<file path="config.mk">
export PLATFORM = sky130hd
export DESIGN_NAME = seq_demux
export DESIGN_NICKNAME = d
export VERILOG_FILES = /design/src/rtl/seq_demux_pkg.sv /design/src/rtl/demux_lane_slot.sv /design/src/rtl/seq_demux.sv
export SDC_FILE = /design/constraint.sdc
export NUM_CORES = 1
export LEC_CHECK = 0
export BUFFER_PORTS_ARGS = -buffer_cell sky130_fd_sc_hd__buf_2
export CORE_ASPECT_RATIO = 1.4
export CORE_UTILIZATION = 45
export DETAILED_ROUTE_END_ITERATION = 8
export PLACE_DENSITY = 0.77
export SETUP_SLACK_MARGIN = 0.4
export SYNTH_ARGS = -nofsm -noshare
export SYNTH_HDL_FRONTEND = slang
export SYNTH_SLANG_ARGS = --single-unit
export TNS_END_PERCENT = 5
</file>
<file path="constraint.sdc">
create_clock -name clk -period 2.1 [get_ports clk]
set_input_delay 0.21 -clock clk [delete_from_list [all_inputs] [get_ports clk]]
set_output_delay 0.21 -clock clk [all_outputs]
set_load 0.01 [all_outputs]
</file>
<file path="src/rtl/seq_demux_pkg.sv">
// Shared constants and helpers for the seq_demux distribution block.
//   NUM_OUT : number of output lanes (must be <= 2**SEL_W)
//   WIDTH   : data width per lane
//   SEL_W   : lane-select width
//   DROP_W  : width of the saturating drop counter
package seq_demux_pkg;

    localparam int unsigned NUM_OUT = 31;
    localparam int unsigned WIDTH   = 2;
    localparam int unsigned SEL_W   = 5;
    localparam int unsigned DROP_W  = 8;

    // True when sel names an existing lane; anything else is consumed as a drop.
    function automatic logic lane_in_range(input logic [31:0] sel, input int unsigned num_out);
        return sel < num_out;
    endfunction

endpackage

</file>
<file path="src/rtl/demux_lane_slot.sv">
// One-entry holding slot for a single demux output lane.
// Ports:
//   clk, reset  : clock and synchronous active-high reset
//   load        : write load_data into the slot this cycle
//   load_data   : word to store
//   out_valid   : slot holds a word
//   out_ready   : downstream consumer ready
//   out_data    : stored word (holds last value while empty)
//   can_load    : slot is empty or being drained this cycle
module demux_lane_slot
    import seq_demux_pkg::*;
(
    input  logic             clk,
    input  logic             reset,
    input  logic             load,
    input  logic [WIDTH-1:0] load_data,
    output logic             out_valid,
    input  logic             out_ready,
    output logic [WIDTH-1:0] out_data,
    output logic             can_load
);

    logic             r_valid;
    logic [WIDTH-1:0] r_data;

    always_ff @(posedge clk) begin
        if (reset) begin
            r_valid <= 1'b0;
            r_data  <= '0;
        end else if (load) begin
            // A fill wins over a simultaneous drain, so the slot streams without bubbles.
            r_valid <= 1'b1;
            r_data  <= load_data;
        end else if (r_valid && out_ready) begin
            r_valid <= 1'b0;
        end
    end

    assign can_load  = !r_valid || out_ready;
    assign out_valid = r_valid;
    assign out_data  = r_data;

endmodule

</file>
<file path="src/rtl/seq_demux.sv">
// Registered 1-to-NUM_OUT demultiplexer with valid/ready handshakes.
// Each accepted word is routed to a one-entry slot on the lane named by in_sel;
// selects with no matching lane are accepted, discarded and counted.
// Ports:
//   clk, reset : clock and synchronous active-high reset
//   in_valid   : input word valid
//   in_ready   : input word can be accepted this cycle (independent of in_valid)
//   in_sel     : destination lane index
//   in_data    : data word
//   out_valid  : per-lane slot full, bit i is lane i
//   out_ready  : per-lane consumer ready
//   out_data   : lane i at bits [i*WIDTH +: WIDTH]
//   drop_cnt   : saturating count of out-of-range words
module seq_demux
    import seq_demux_pkg::*;
(
    input  logic                     clk,
    input  logic                     reset,
    input  logic                     in_valid,
    output logic                     in_ready,
    input  logic [SEL_W-1:0]         in_sel,
    input  logic [WIDTH-1:0]         in_data,
    output logic [NUM_OUT-1:0]       out_valid,
    input  logic [NUM_OUT-1:0]       out_ready,
    output logic [NUM_OUT*WIDTH-1:0] out_data,
    output logic [DROP_W-1:0]        drop_cnt
);

    logic [NUM_OUT-1:0] w_can_load;
    logic [NUM_OUT-1:0] w_load;
    logic               w_in_ready;
    logic               w_accept;
    logic               w_in_range;
    logic               w_drop;
    logic [DROP_W-1:0]  r_drop_cnt;

    assign w_in_range = lane_in_range(32'(in_sel), NUM_OUT);

    // Out-of-range selects are always ready so the producer is never blocked on them.
    always_comb begin
        w_in_ready = 1'b1;
        for (int i = 0; i < NUM_OUT; i++) begin
            if (in_sel == SEL_W'(i)) begin
                w_in_ready = w_can_load[i];
            end
        end
    end

    assign in_ready = w_in_ready;
    assign w_accept = in_valid && w_in_ready;
    assign w_drop   = w_accept && !w_in_range;

    for (genvar i = 0; i < NUM_OUT; i++) begin : g_lane
        assign w_load[i] = w_accept && (in_sel == SEL_W'(i));

        demux_lane_slot u_slot (
            .clk       (clk),
            .reset     (reset),
            .load      (w_load[i]),
            .load_data (in_data),
            .out_valid (out_valid[i]),
            .out_ready (out_ready[i]),
            .out_data  (out_data[i*WIDTH +: WIDTH]),
            .can_load  (w_can_load[i])
        );
    end

    always_ff @(posedge clk) begin
        if (reset) begin
            r_drop_cnt <= '0;
        end else if (w_drop && (r_drop_cnt != {DROP_W{1'b1}})) begin
            r_drop_cnt <= r_drop_cnt + 1'b1;
        end
    end

    assign drop_cnt = r_drop_cnt;

endmodule
</file>
==> impl_metrics.ini <==
[place]
dp.cells = 768
gp_congestion = 0.930
place_area_um2 = 5560
io_buffers = 142
place_hpwl_um = 9710

[floorplanning]
coreArea_um2 = 10400
dieArea_um2 = 11100
initial_core_util_pct = 46.2
dieWidth_um = 89.3
dieHeight_um = 124
ios = 143
row_count = 44

[hold_path]
hold_path_class = primary input to flip-flop

[layout]
final_util_pct = 60.4
diodes = 0
fin_area_um2 = 6280
layout.cells.non_filler = 793
drive_above_1_share_pct = 42.0
nets = 692
seq_area_um2 = 2040
multi_input_area_um2 = 2590
layout.filler_cells = 856
syn2layout_area_growth_pct = 30.7

[power_and_ir_drop]
p_comb_share_pct = 10.1
sw_frac_of_total_pct = 21.8
net-switching-power_mw = 0.916
power_density_nw_per_um2 = 670
power_frac_clock_pct = 44.0
seqPwrFrac_pct = 45.9
peakVddDrop_v = 0.000426
p_leak_nw = 2.85
p_int_mw = 3.29

[yosys]
syn_area_per_cell_um2 = 9.26
ys_seq_area_share_pct = 42.1
synthCells = 519
netlist.area_leader.share_pct = 42.1
synth.top_cells.by_count = dfxtp_1 (101), nand2b_1 (62), mux2i_1 (51)
ys.flop_type = dfxtp_1
synth_area_leaders = dfxtp_1 (42%), mux2i_1 (11%), nand2b_1 (8.1%)
synth_edf_count = 0
syn_area_um2 = 4810
post-synth-top-count-cell = dfxtp_1
synth_nets = 561
synthArstFlopShare_pct = 0
ys_warn_count = 0
synth-seq-cells = 101
yosysTopAreaCell = dfxtp_1
yosysUniqueCellTypes = 60

[worst_setup_path]
critPathArrivalTime_ps = 1910
cp-end-kind = output pin
worstPathCellList = nor3b_2 -> o22ai_1 -> nand3_1 -> a221oi_2 -> buf_4 -> a21oi_4 -> nor2_2 -> buf_6
crit_type = flip-flop to output pin
slowest_delay_ps = 330
critPathBufInv = 2
critPathLaunchType = flip-flop
crit_path_top_delay_cell = dfxtp_2
critPathMaxFanout = 3
crit_required_ps = 1890
crit_family = compound AO/OA/AOI/OAI gates

[clocking]
clk_path_buf_depth = 2
cts_made_buffers = 9
clk_pin_slew_ps = 60
tritoncts = yes
insertion_delay_ps = 340
root_buffer = clkbuf_16
htree_levels = 3
cts.sinks = 101

[timing]
rsz0062_at_grt = yes
finalWorstPathRequiredPeriod_ps = 2120
finalCritPeriodShare_pct = 101
hold_violations = 0
fin_skew_ps = 3.95
tightestPinTransition_ps = 528
hold_ws_ps = 144
slew_viol_final = 0
max_slew_margin_pct = 64.5
finalSetupViolCount = 1
setup_slack_ps = -24.9
fmax_mhz = 471

[routing]
drc = 0
wirelength_um = 13200
post_drt_via_cell_ratio = 5.25
postRouteAntennaNets = 0
first_pass_iters = 4
drtIter0Drc = 215
wl_per_cell_um = 16.7
vias = 4160

[run_status]
status = finished with violations
violations = setup timing

[global_routing]
grt_use_total_pct = 23.9
grt_pass1_wl_um = 20000
antenna_found_initial = 0
grt_pass1_vias = 4034
grt_overflow = 0
grt_start_max_net_pins = 46

[flow_run]
cap_viol_max_count = 0
## power groups by stage
stage | Sequential [mW] | Combinational (mW) | Clock [mW]
3_5_place_dp | 1.98 | 0.352 | 0
4_1_cts | 1.93 | 0.392 | 1.88
6_report | 1.93 | 0.425 | 1.85
3_3_place_gp | 1.98 | 0.346 | 0
5_1_grt | 1.93 | 0.451 | 1.97
2_1_floorplan | 1.98 | 0.224 | 0
## kinds of logic (layout without fill, tap and decap cells)
logic type | after synthesis | in the layout | share of synthesized area [%]
fa+ha+maj | 1 | 1 | 0.260
xor+xnor | 6 | 6 | 1.09
compound gates | 83 | 83 | 11.1
flops | 101 | 101 | 42.1
mux | 52 | 52 | 11.1
buf+inv | 71 | 207 | 9.03
simple gates | 205 | 205 | 25.3
## final cells by class
cell class                      instances  share of cell area [%]
Multi-Input combinational cell        347                    41.3
Sequential cell                       101                    32.5
Timing Repair Buffer                  181                    17.3
Clock buffer                           13                    4.46
Tap cell                              138                    2.75
Clock inverter                          3                    1.04
Inverter                               10                   0.597
## metal layers
metal	routed length, µm	track usage (%)	vias to the layer above
met5	0	0	-
met4	350	10.1	0
met3	797	4.97	23
met2	6970	42.8	167
met1	5090	26.4	1959
li1	-	-	2011
## cells in the final DEF (no fill, tap or decap), types with 4 or more instances in the layout
| cell type | count |
|---|---|
| buf_2 | 140 |
| dfxtp_1 | 86 |
| nand2b_1 | 59 |
| mux2i_1 | 51 |
| nor2_1 | 46 |
| buf_4 | 29 |
| a21oi_1 | 23 |
| nand4_1 | 15 |
| nand3b_1 | 14 |
| dfxtp_2 | 14 |
| nand2_1 | 10 |
| o21ai_1 | 10 |
| inv_1 | 9 |
| a21oi_2 | 9 |
| clkbuf_16 | 9 |
| nand2_4 | 7 |
| buf_6 | 6 |
| o21ai_0 | 5 |
| xor2_1 | 5 |
| nand3_1 | 4 |
| nor2b_1 | 4 |
| a22o_1 | 4 |
| nor3_1 | 4 |
| nor2b_2 | 4 |
| clkbuf_8 | 4 |
| buf_12 | 4 |
## flip-flops by register name, summed over array words and instances, names as in the netlist
name	cells
g_lane.u_slot.out_data	62
g_lane.u_slot.out_valid	31
drop_cnt	8
## worst register-to-register path: cells and delay by family, from the launching register on
family / cells / cell delay (ps)
muxes: 1 / 230
and+or+nand+nor: 4 / 700
AOI/OAI and AO/OA: 2 / 390
DFF: 1 / 330
buffers and inverters: 2 / 260
## final timing paths
path	cells after the start	slack [ps]	start	to
worst max-delay path	8	-20	g_lane[20].u_slot.out_valid	in_ready
worst min-delay path	3	140	out_ready[7]	g_lane[7].u_slot.out_valid
worst max register to register	9	130	g_lane[1].u_slot.out_valid	g_lane[3].u_slot.out_data[1]
worst min register to register	2	470	g_lane[22].u_slot.out_data[0]	g_lane[22].u_slot.out_data[0]
## per-stage QoR
step / TNS, ps / total power, mW / setup slack, ps
floorplan: 0 / 2.20 / 196
global placement: 0 / 2.32 / 31.2
detailed placement: -23.8 / 2.33 / -23.8
CTS: -15.4 / 4.20 / -15.4
global route: -106 / 4.36 / -98.4
finish: -24.9 / 4.21 / -24.9
## repair_timing
item | in CTS | in global routing
gates resized for setup | 38 | 52
hold buffers | 0 | 0
pin swaps | 35 | 41
endpoints found under the setup margin | 65 | 87
setup buffers | 7 | 2
Power figures use the tool's default switching activity.
